<file path="src/rtl/radix2_divider_pkg.sv">
// Shared definitions for the restoring radix-2 divider.
// Holds the default operand width and the FSM state encoding.
package radix2_divider_pkg;

    localparam int DIV_WIDTH = 64;

    typedef enum logic [1:0] {
        IDLE,
        BUSY,
        DONE
    } div_state_e;

endpackage

</file>
<file path="src/rtl/radix2_divider_if.sv">
// Request/result bundle between the ALU and the divider.
// The ALU holds valid high until it sees the one-cycle done pulse.
interface radix2_divider_if
    import radix2_divider_pkg::*;
#(
    parameter int WIDTH = DIV_WIDTH
);

    logic               valid;
    logic [WIDTH-1:0]   a;
    logic [WIDTH-1:0]   b;
    logic               done;
    logic [2*WIDTH-1:0] c;

    modport master (
        output valid, a, b,
        input  done, c
    );

    modport slave (
        input  valid, a, b,
        output done, c
    );

endinterface

</file>
<file path="src/rtl/radix2_divider.sv">
// Unsigned restoring divider, one quotient bit per cycle.
// Result c = {remainder, quotient}, valid while done is high.
module radix2_divider
    import radix2_divider_pkg::*;
#(
    parameter int WIDTH = DIV_WIDTH
) (
    input  logic              clk,
    input  logic              resetn,
    radix2_divider_if.slave   bus
);

    localparam logic [5:0] CNT_LAST = 6'(WIDTH - 1);

    div_state_e       state_q, state_d;
    logic [5:0]       cnt_q, cnt_d;
    logic [WIDTH-1:0] rem_q, rem_d;
    logic [WIDTH-1:0] quo_q, quo_d;
    logic [WIDTH-1:0] div_q, div_d;

    logic [WIDTH:0]   shift_w;
    logic [WIDTH:0]   trial_w;

    // Trial subtract at WIDTH+1 bits; the top bit is the borrow.
    assign shift_w = {rem_q, quo_q[WIDTH-1]};
    assign trial_w = shift_w - {1'b0, div_q};

    always_comb begin
        state_d = state_q;
        cnt_d   = cnt_q;
        rem_d   = rem_q;
        quo_d   = quo_q;
        div_d   = div_q;
        unique case (state_q)
            IDLE: begin
                if (bus.valid) begin
                    div_d   = bus.b;
                    rem_d   = '0;
                    quo_d   = bus.a;
                    cnt_d   = '0;
                    state_d = BUSY;
                end
            end
            BUSY: begin
                quo_d = {quo_q[WIDTH-2:0], ~trial_w[WIDTH]};
                rem_d = trial_w[WIDTH] ? shift_w[WIDTH-1:0]
                                       : trial_w[WIDTH-1:0];
                cnt_d = cnt_q + 6'd1;
                if (cnt_q == CNT_LAST) begin
                    state_d = DONE;
                end
            end
            DONE: begin
                state_d = IDLE;
            end
            default: begin
                state_d = IDLE;
            end
        endcase
    end

    always_ff @(posedge clk or negedge resetn) begin
        if (!resetn) begin
            state_q <= IDLE;
            cnt_q   <= '0;
            rem_q   <= '0;
            quo_q   <= '0;
            div_q   <= '0;
        end else begin
            state_q <= state_d;
            cnt_q   <= cnt_d;
            rem_q   <= rem_d;
            quo_q   <= quo_d;
            div_q   <= div_d;
        end
    end

    assign bus.done = (state_q == DONE);
    assign bus.c    = {rem_q, quo_q};

endmodule

</file>
<file path="src/flat_wrapper.sv">
// flat-port wrapper written by rule: the top's interface ports become plain ports
module radix2_divider_flat import radix2_divider_pkg::*;
#(
    parameter int WIDTH = DIV_WIDTH
)
  (clk, resetn, bus_valid, bus_a, bus_b, bus_done, bus_c);
  radix2_divider_if #(.WIDTH(WIDTH)) bus_i ();
  input  logic clk;
  input  logic resetn;
  input wire logic [$bits(bus_i.valid)-1:0] bus_valid;
  input wire logic [$bits(bus_i.a)-1:0] bus_a;
  input wire logic [$bits(bus_i.b)-1:0] bus_b;
  output wire logic [$bits(bus_i.done)-1:0] bus_done;
  output wire logic [$bits(bus_i.c)-1:0] bus_c;
  assign bus_i.valid = bus_valid;
  assign bus_i.a = bus_a;
  assign bus_i.b = bus_b;
  assign bus_done = bus_i.done;
  assign bus_c = bus_i.c;
  radix2_divider #(.WIDTH(WIDTH)) u_core (.clk(clk), .resetn(resetn), .bus(bus_i));
endmodule
</file>
<file path="config.mk">
export PLATFORM = sky130hd
export DESIGN_NAME = radix2_divider_flat
export DESIGN_NICKNAME = d
export VERILOG_FILES = /design/src/rtl/radix2_divider_pkg.sv /design/src/rtl/radix2_divider_if.sv /design/src/rtl/radix2_divider.sv /design/src/flat_wrapper.sv
export SDC_FILE = /design/constraint.sdc
export NUM_CORES = 1
export LEC_CHECK = 0
export ABC_CLOCK_PERIOD_IN_PS = 6000
export CAP_MARGIN = 30
export CORE_ASPECT_RATIO = 1.5
export CORE_MARGIN = 2
export CORE_UTILIZATION = 47
export CTS_BUF_LIST = sky130_fd_sc_hd__clkbuf_16
export DETAILED_ROUTE_END_ITERATION = 6
export GPL_TIMING_DRIVEN = 0
export HOLD_SLACK_MARGIN = 0.05
export PLACE_DENSITY = 0.74
export SLEW_MARGIN = 30
export SYNTH_ARGS = -nofsm -noshare
export SYNTH_HDL_FRONTEND = slang
export SYNTH_SLANG_ARGS = --single-unit
</file>
<file path="constraint.sdc">
create_clock -name clk -period 6 [get_ports clk]
set_input_delay 1.2 -clock clk [delete_from_list [all_inputs] [get_ports clk]]
set_output_delay 1.2 -clock clk [all_outputs]
set_load 0.01 [all_outputs]
</file>
==> results.sh, run 1 <==
export IMPL_ys_ff_latch=200
export IMPL_yosys_top_cells_count="nand2_1, dfrtp_1, o21ai_0"
export IMPL_synth_edf_count=0
export IMPL_place_gp_congestion=0.9621
export IMPL_hold_path_class="reg -> reg"
export IMPL_crit_reg2reg_launch="u_core.rem_q[26]"
export IMPL_p_sw_share_pct=47.94
export IMPL_grt_pass1_vias=12420
export IMPL_antenna_found_initial=0
export IMPL_grt_pass1_wl_mm=64.66
export IMPL_port_buffers=259
export IMPL_synth_fa_ha_area_share_pct=6.783
export IMPL_cts_hold_buf=0
export IMPL_post_cts_buffers=0
export IMPL_reg2reg_depth=10
export IMPL_diodes=0
export IMPL_hpwl_mm=31.67
export IMPL_clock_path_buffers=2
export IMPL_final_hold_viol_count=0
export IMPL_cts_resized=0
export IMPL_vias=12250
export IMPL_whs_ns=0.5014
export IMPL_drive_above_1_share_pct=3.105
export IMPL_antenna_left=0
export IMPL_synthArstFlopShare_pct=100.0
export IMPL_grtUsageTotal_pct=30.10
export IMPL_hold_depth=2
export IMPL_clkPwrFrac_pct=11.4
export IMPL_ys_seq_area_share_pct=40.74
export IMPL_firstDrtPassIters=5
export IMPL_die_h_um=202
export IMPL_multi_input_area_sq_um=6574
export IMPL_timing_fmax_mhz=230.6
export IMPL_p_int_mw=5.631
export IMPL_peakVddDrop_uv=290.3
export IMPL_cts_root_buffer="clkbuf_16"
export IMPL_initial_utilization_pct=47.68
export IMPL_crit_type="reg -> reg"
export IMPL_max_slew_margin_rel_pct=34.79
export IMPL_grt_max_degree=86
export IMPL_crit_path_end_kind="flop"
export IMPL_area_delta_synth_final_pct=29.99
export IMPL_core_region_area_sq_um=25760
export IMPL_grt_overflow=0
export IMPL_fillers=2344
export IMPL_drt_iter0_markers=711
export IMPL_drv_cap=0
export IMPL_die_w_um=136
export IMPL_viasPerCell=5.647
export IMPL_ys_warn_count=0
export IMPL_crit_start="u_core.rem_q[26]"
export IMPL_p_switching_mw=5.186
export IMPL_die_area_sq_um=27470
export IMPL_fin_crit_ns=4.336
export IMPL_clk_transition_reported_paths_ns=0.08
export IMPL_hold_end="u_core.div_q[0]"
export IMPL_postSynthCellCount=1543
export IMPL_status="complete, no violations"
export IMPL_mappedNetlistNets=1740
export IMPL_worstPathRequired_ns=6.36
export IMPL_fin_crit_sh_pct=72.27
export IMPL_routed_wl_mm=40.79
export IMPL_rsz0062_at_grt="no"
export IMPL_fp_row_count=72
export IMPL_synth_top_flop_cell="dfrtp_1"
export IMPL_synthMuxAreaShare_pct=0.7333
export IMPL_worstReg2RegEnd="u_core.rem_q[41]"
export IMPL_synth_xor_area_share_pct=4.329
export IMPL_synth_top_family_by_area="compound AO/OA/AOI/OAI gates"
export IMPL_netlist_area_sq_um=12280
export IMPL_synth_top_area_cell="dfrtp_1"
export IMPL_pwr_share_seq_pct=23.2
export IMPL_final_setup_viol_count=0
export IMPL_synthTopCellsByArea="dfrtp_1, nand2_1, ha_1, o21ai_0, a21oi_1"
export IMPL_power_density_nw_per_um2=677.4
export IMPL_leakage_nw=6.958
export IMPL_cts_buffers=17
export IMPL_r2r_setup_slack_ns=1.66
export IMPL_finClkSkew_ns=0.01324
export IMPL_layout_nets=2020
export IMPL_total_power_mw=10.82
export IMPL_wl_per_cell_um=18.81
export IMPL_synth_most_common_cell="nand2_1"
export IMPL_crit_fanout=9
export IMPL_start_kind="flop"
export IMPL_drv_slew=0
export IMPL_min_from="u_core.div_q[0]"
export IMPL_tightest_slew_ns=0.9781
export IMPL_syn_avg_cell_area_sq_um=7.961
export IMPL_cts_max_level=4
export IMPL_synth_top_cell_area_share_pct=40.74
export IMPL_remaining_drc_errors=0
export IMPL_arrival_ns=4.69
export IMPL_ys_types=61
export IMPL_synthSimpleGateAreaFrac_pct=18.18
export IMPL_seqCellArea_sq_um=5005
export IMPL_pin_count=260
export IMPL_worstSkewPairLatency_ns=0.46
export IMPL_synth_compound_area_share_pct=23.49
export IMPL_cts_tree="yes"
export IMPL_clock_sinks=200
export IMPL_combPwrFrac_pct=65.4
[kinds of logic (layout without fill, tap and decap cells)]
| kind of cell | after synthesis | count (layout) |
|---|---|---|
| buffers and inverters | 182 | 475 |
| flip-flops | 200 | 200 |
| adder cells (fa/ha/maj) | 66 | 66 |
| XOR/XNOR | 59 | 59 |
| multiplexers | 9 | 9 |
| AO/OA/AOI/OAI | 481 | 481 |
| AND/OR/NAND/NOR | 546 | 546 |
[state kept, by name (all words and copies together) (netlist names)]
name,flops
u_core.rem_q,64
u_core.div_q,64
u_core.quo_q,64
u_core.cnt_q,6
u_core.state_q,2
[layout by cell type (no fill, tap or decap), types with 20 or more instances in the layout]
master / n
dfrtp_1: 200
a31oi_1: 73
xor2_1: 26
clkbuf_1: 77
ha_1: 65
xnor2_1: 31
o21ai_0: 140
inv_1: 86
nand2_1: 318
nand4_1: 20
nand3_1: 27
a21oi_1: 116
clkdlybuf4s50_1: 258
a21o_1: 30
o21ai_1: 30
nor2_1: 138
[per-layer routing]
metal  wire, um  part of all wire [%]  GRT usage, %  vias to the layer above
met5          0                     0             0                        -
met4       1408                   3.5         11.01                        0
met3       2790                   6.8         7.550                       80
met2      21300                    52         54.54                      425
met1      15290                    37         33.56                     5863
li1           -                     -             -                     5880
[power by group through the flow]
stage                     logic [mW]  clock network, mW  registers [mW]
final                           7.07               1.24            2.50
after global routing            7.84               1.30            2.58
after CTS                       7.04               1.25            2.50
after detailed placement        7.00                  0            2.51
after global placement          6.91                  0            2.51
after floorplan                 4.50                  0            2.56
[layout make-up]
cell class,instances,share of cell area [%]
multi-input cells,1161,41.17
flip-flops and latches,200,31.34
repair buffers,261,16.61
clock buffers,17,2.664
well taps,333,2.609
plain buffers,96,2.406
inverters,86,2.022
clock inverters,15,1.175
[worst max path at each step]
stage               cells past startpoint                to
floorplan                              16  u_core.rem_q[26]
global placement                        1  u_core.div_q[45]
detailed placement                     16  u_core.rem_q[55]
CTS                                    16  u_core.rem_q[41]
global route                           16  u_core.rem_q[41]
finish                                 10  u_core.rem_q[41]
[metrics by stage]
step | utilization [%] | TNS (ns) | cells | area, sq um | setup WS, ns
floorplan | - | 0 | 1543 | 12280 | 2.666
global placement | 59.36 | -921.62 | 2135 | 15290 | -4.635
detailed placement | 59.60 | 0 | 2137 | 15350 | 1.791
CTS | 61.98 | 0 | 2169 | 15970 | 1.705
global route | 61.98 | 0 | 2169 | 15970 | 1.432
finish | 61.98 | 0 | 2169 | 15970 | 1.664
[critical path: stages, from the launching register on]
cell,delay (ns)
dfrtp_1,0.46
ha_1,0.31
clkbuf_1,0.30
nand4_1,0.28
nor3_1,0.44
nand2_1,0.26
o31ai_1,0.47
a21oi_4,0.13
xnor2_2,0.70
nand2_1,0.55
o21ai_0,0.33
(Power assumes the default switching activity.)
==> run 2, diff against run 1 <==
--- a/config.mk
+++ b/config.mk
@@ -5,7 +5,7 @@
 export SDC_FILE = /design/constraint.sdc
 export NUM_CORES = 1
 export LEC_CHECK = 0
-export ABC_CLOCK_PERIOD_IN_PS = 6000
+export ABC_CLOCK_PERIOD_IN_PS = 4300
 export CAP_MARGIN = 30
 export CORE_ASPECT_RATIO = 1.5
 export CORE_MARGIN = 2
==> constraint.sdc (replaced) <==
create_clock -name clk -period 4.3 [get_ports clk]
set_input_delay 0.86 -clock clk [delete_from_list [all_inputs] [get_ports clk]]
set_output_delay 0.86 -clock clk [all_outputs]
set_load 0.01 [all_outputs]
==> run 2 against run 1 <==
Register-to-register slack worse by 1.4 ns. Combinational power grew 41%. Count of clock-buffer cells in the layout is the same. Worst hold slack got worse by 0.22 ns. Utilization up 0.17 points. Die area stayed put. Wire length is 0.29% higher. First-iteration DRC count down 4.4%. Non-clock buffer count grew 2. Flip-flop and latch count unchanged. Critical path depth grew 6. Cell count barely moved.
==> results.sh, run 2 (synthesized netlist as in run 1, its figures left out) <==
export IMPL_crit_family="compound AO/OA/AOI/OAI gates"
export IMPL_grt_pass1_vias=12420
export IMPL_status="complete, no violations"
export IMPL_total_power_mw=15.18
export IMPL_drive_above_1_share_pct=3.210
export IMPL_fin_crit_sh_pct=94.69
export IMPL_crit_chain="inv_1 > ha_1 > inv_1 > fa_1 > a211oi_1 > nor2_1 > o31ai_2 > o21ai_1 > a211oi_4 > o31ai_1 > a21oi_4 > xor2_4 > buf_4 > buf_4 > a32oi_1 > o21ai_0"
export IMPL_grt_overflow=0
export IMPL_arrival_ns=4.43
export IMPL_diodes=0
export IMPL_crit_fanout=10
export IMPL_viasPerCell=5.639
export IMPL_cts_max_level=4
export IMPL_fillers=2341
export IMPL_final_setup_viol_count=0
export IMPL_antenna_left=0
export IMPL_power_density_nw_per_um2=948.1
export IMPL_clock_sinks=200
export IMPL_peakVddDrop_uv=405.1
export IMPL_max_slew_margin_rel_pct=31.77
export IMPL_whs_ns=0.2788
export IMPL_start_kind="flop"
export IMPL_die_w_um=136
export IMPL_grtUsageTotal_pct=30.10
export IMPL_drt_iter0_markers=680
export IMPL_slowest_delay_ns=0.44
export IMPL_die_h_um=202
export IMPL_antenna_found_initial=0
export IMPL_final_common_cell="nand2_1"
export IMPL_cts_root_buffer="clkbuf_16"
export IMPL_firstDrtPassIters=5
export IMPL_reg2reg_depth=16
export IMPL_cp_slowest_cell="dfrtp_1"
export IMPL_leakage_nw=6.973
export IMPL_clock_path_buffers=2
export IMPL_pin_count=260
export IMPL_cts_buffers=17
export IMPL_pre_cts_slack_ns=0.09080
export IMPL_area_delta_synth_final_pct=30.35
export IMPL_clk_transition_reported_paths_ns=0.08
export IMPL_rsz0062_at_grt="no"
export IMPL_cts_hold_buf=0
export IMPL_core_region_area_sq_um=25760
export IMPL_timing_fmax_mhz=245.6
export IMPL_final_cell_mix="nand2_1, clkdlybuf4s50_1, dfrtp_1, o21ai_0, nor2_1"
export IMPL_reg_top3="u_core.div_q (64), u_core.quo_q (64), u_core.rem_q (64)"
export IMPL_grt_pass1_wl_mm=64.66
export IMPL_remaining_drc_errors=0
export IMPL_cts_tree="yes"
export IMPL_placed_cells=2137
export IMPL_initial_utilization_pct=47.68
export IMPL_tightest_slew_ns=1.024
export IMPL_fp_row_count=72
export IMPL_worstSkewPairLatency_ns=0.46
export IMPL_grt_max_degree=86
export IMPL_port_buffers=259
export IMPL_crit_path_end_kind="flop"
export IMPL_worstPathRequired_ns=4.66
export IMPL_die_area_sq_um=27470
export IMPL_worstReg2RegEnd="u_core.rem_q[41]"
export IMPL_routed_wl_mm=40.91
export IMPL_hold_path_class="in -> async"
export IMPL_layout_nets=2022
export IMPL_wl_per_cell_um=18.84
export IMPL_finClkSkew_ns=0.01405
export IMPL_r2r_setup_slack_ns=0.23
export IMPL_crit_type="reg -> reg"
export IMPL_vias=12240
export IMPL_place_gp_congestion=0.9621
export IMPL_drv_slew=0
export IMPL_fin_ws_ns=0.2282
export IMPL_drv_cap=0
export IMPL_crit_reg2reg_launch="u_core.quo_q[63]"
export IMPL_fin_crit_ns=4.072
export IMPL_stdcell_count=2171
export IMPL_hpwl_mm=31.67
export IMPL_final_hold_viol_count=0
export IMPL_path_buf_inv=4
[run 2: changes by cell type in the layout (fill, tap and decap cells not counted), sizes merged]
cell  delta
buf      +2
[run 2: worst max path at each step]
stage	start	endpoint	depth (start not counted)
4_1_cts	u_core.quo_q[63]	u_core.rem_q[41]	16
5_1_grt	u_core.rem_q[26]	u_core.rem_q[41]	10
3_5_place_dp	u_core.quo_q[63]	u_core.rem_q[55]	16
3_3_place_gp	resetn	u_core.div_q[45]	1
2_1_floorplan	u_core.quo_q[63]	u_core.rem_q[26]	16
6_report	u_core.quo_q[63]	u_core.rem_q[41]	16
[run 2: area by class of cell]
| cell class | count | area (sq um) | share of cell area [%] |
|---|---|---|---|
| repair buffers | 263 | 2668 | 16.66 |
| plain buffers | 96 | 384.1 | 2.399 |
| clock inverters | 15 | 187.7 | 1.172 |
| multi-input cells | 1161 | 6604 | 41.24 |
| well taps | 333 | 416.7 | 2.602 |
| inverters | 86 | 322.8 | 2.016 |
| flip-flops and latches | 200 | 5005 | 31.25 |
| clock buffers | 17 | 425.4 | 2.657 |
[run 2: repair_timing]
action | CTS | global route
setup buffers | 0 | 2
endpoints found under the setup margin | 0 | 60
resized for setup | 0 | 3
hold endpoints to repair | 0 | 0
[run 2: per-layer routing]
metal,GRT usage [%],part of all wire [%]
met5,0,0
met3,7.550,6.8
met1,33.56,38
met4,11.01,3.5
met2,54.54,52
[run 2: where the power goes]
part	internal, mW	switching (mW)	total, mW	leakage, nW
Clock	0.930	0.798	1.73	0.299
Sequential	2.76	0.744	3.50	2.34
Combinational	4.22	5.73	9.95	4.34
Total	7.91	7.27	15.2	6.97
[run 2: per-stage QoR]
stage	area (sq um)	utilization (%)	TNS, ns
final	16010	62.15	0
after global routing	16010	62.15	0
after CTS	15970	61.98	0
after detailed placement	15350	59.60	0
after global placement	15290	59.36	-1193.62
after floorplan	12280	-	0
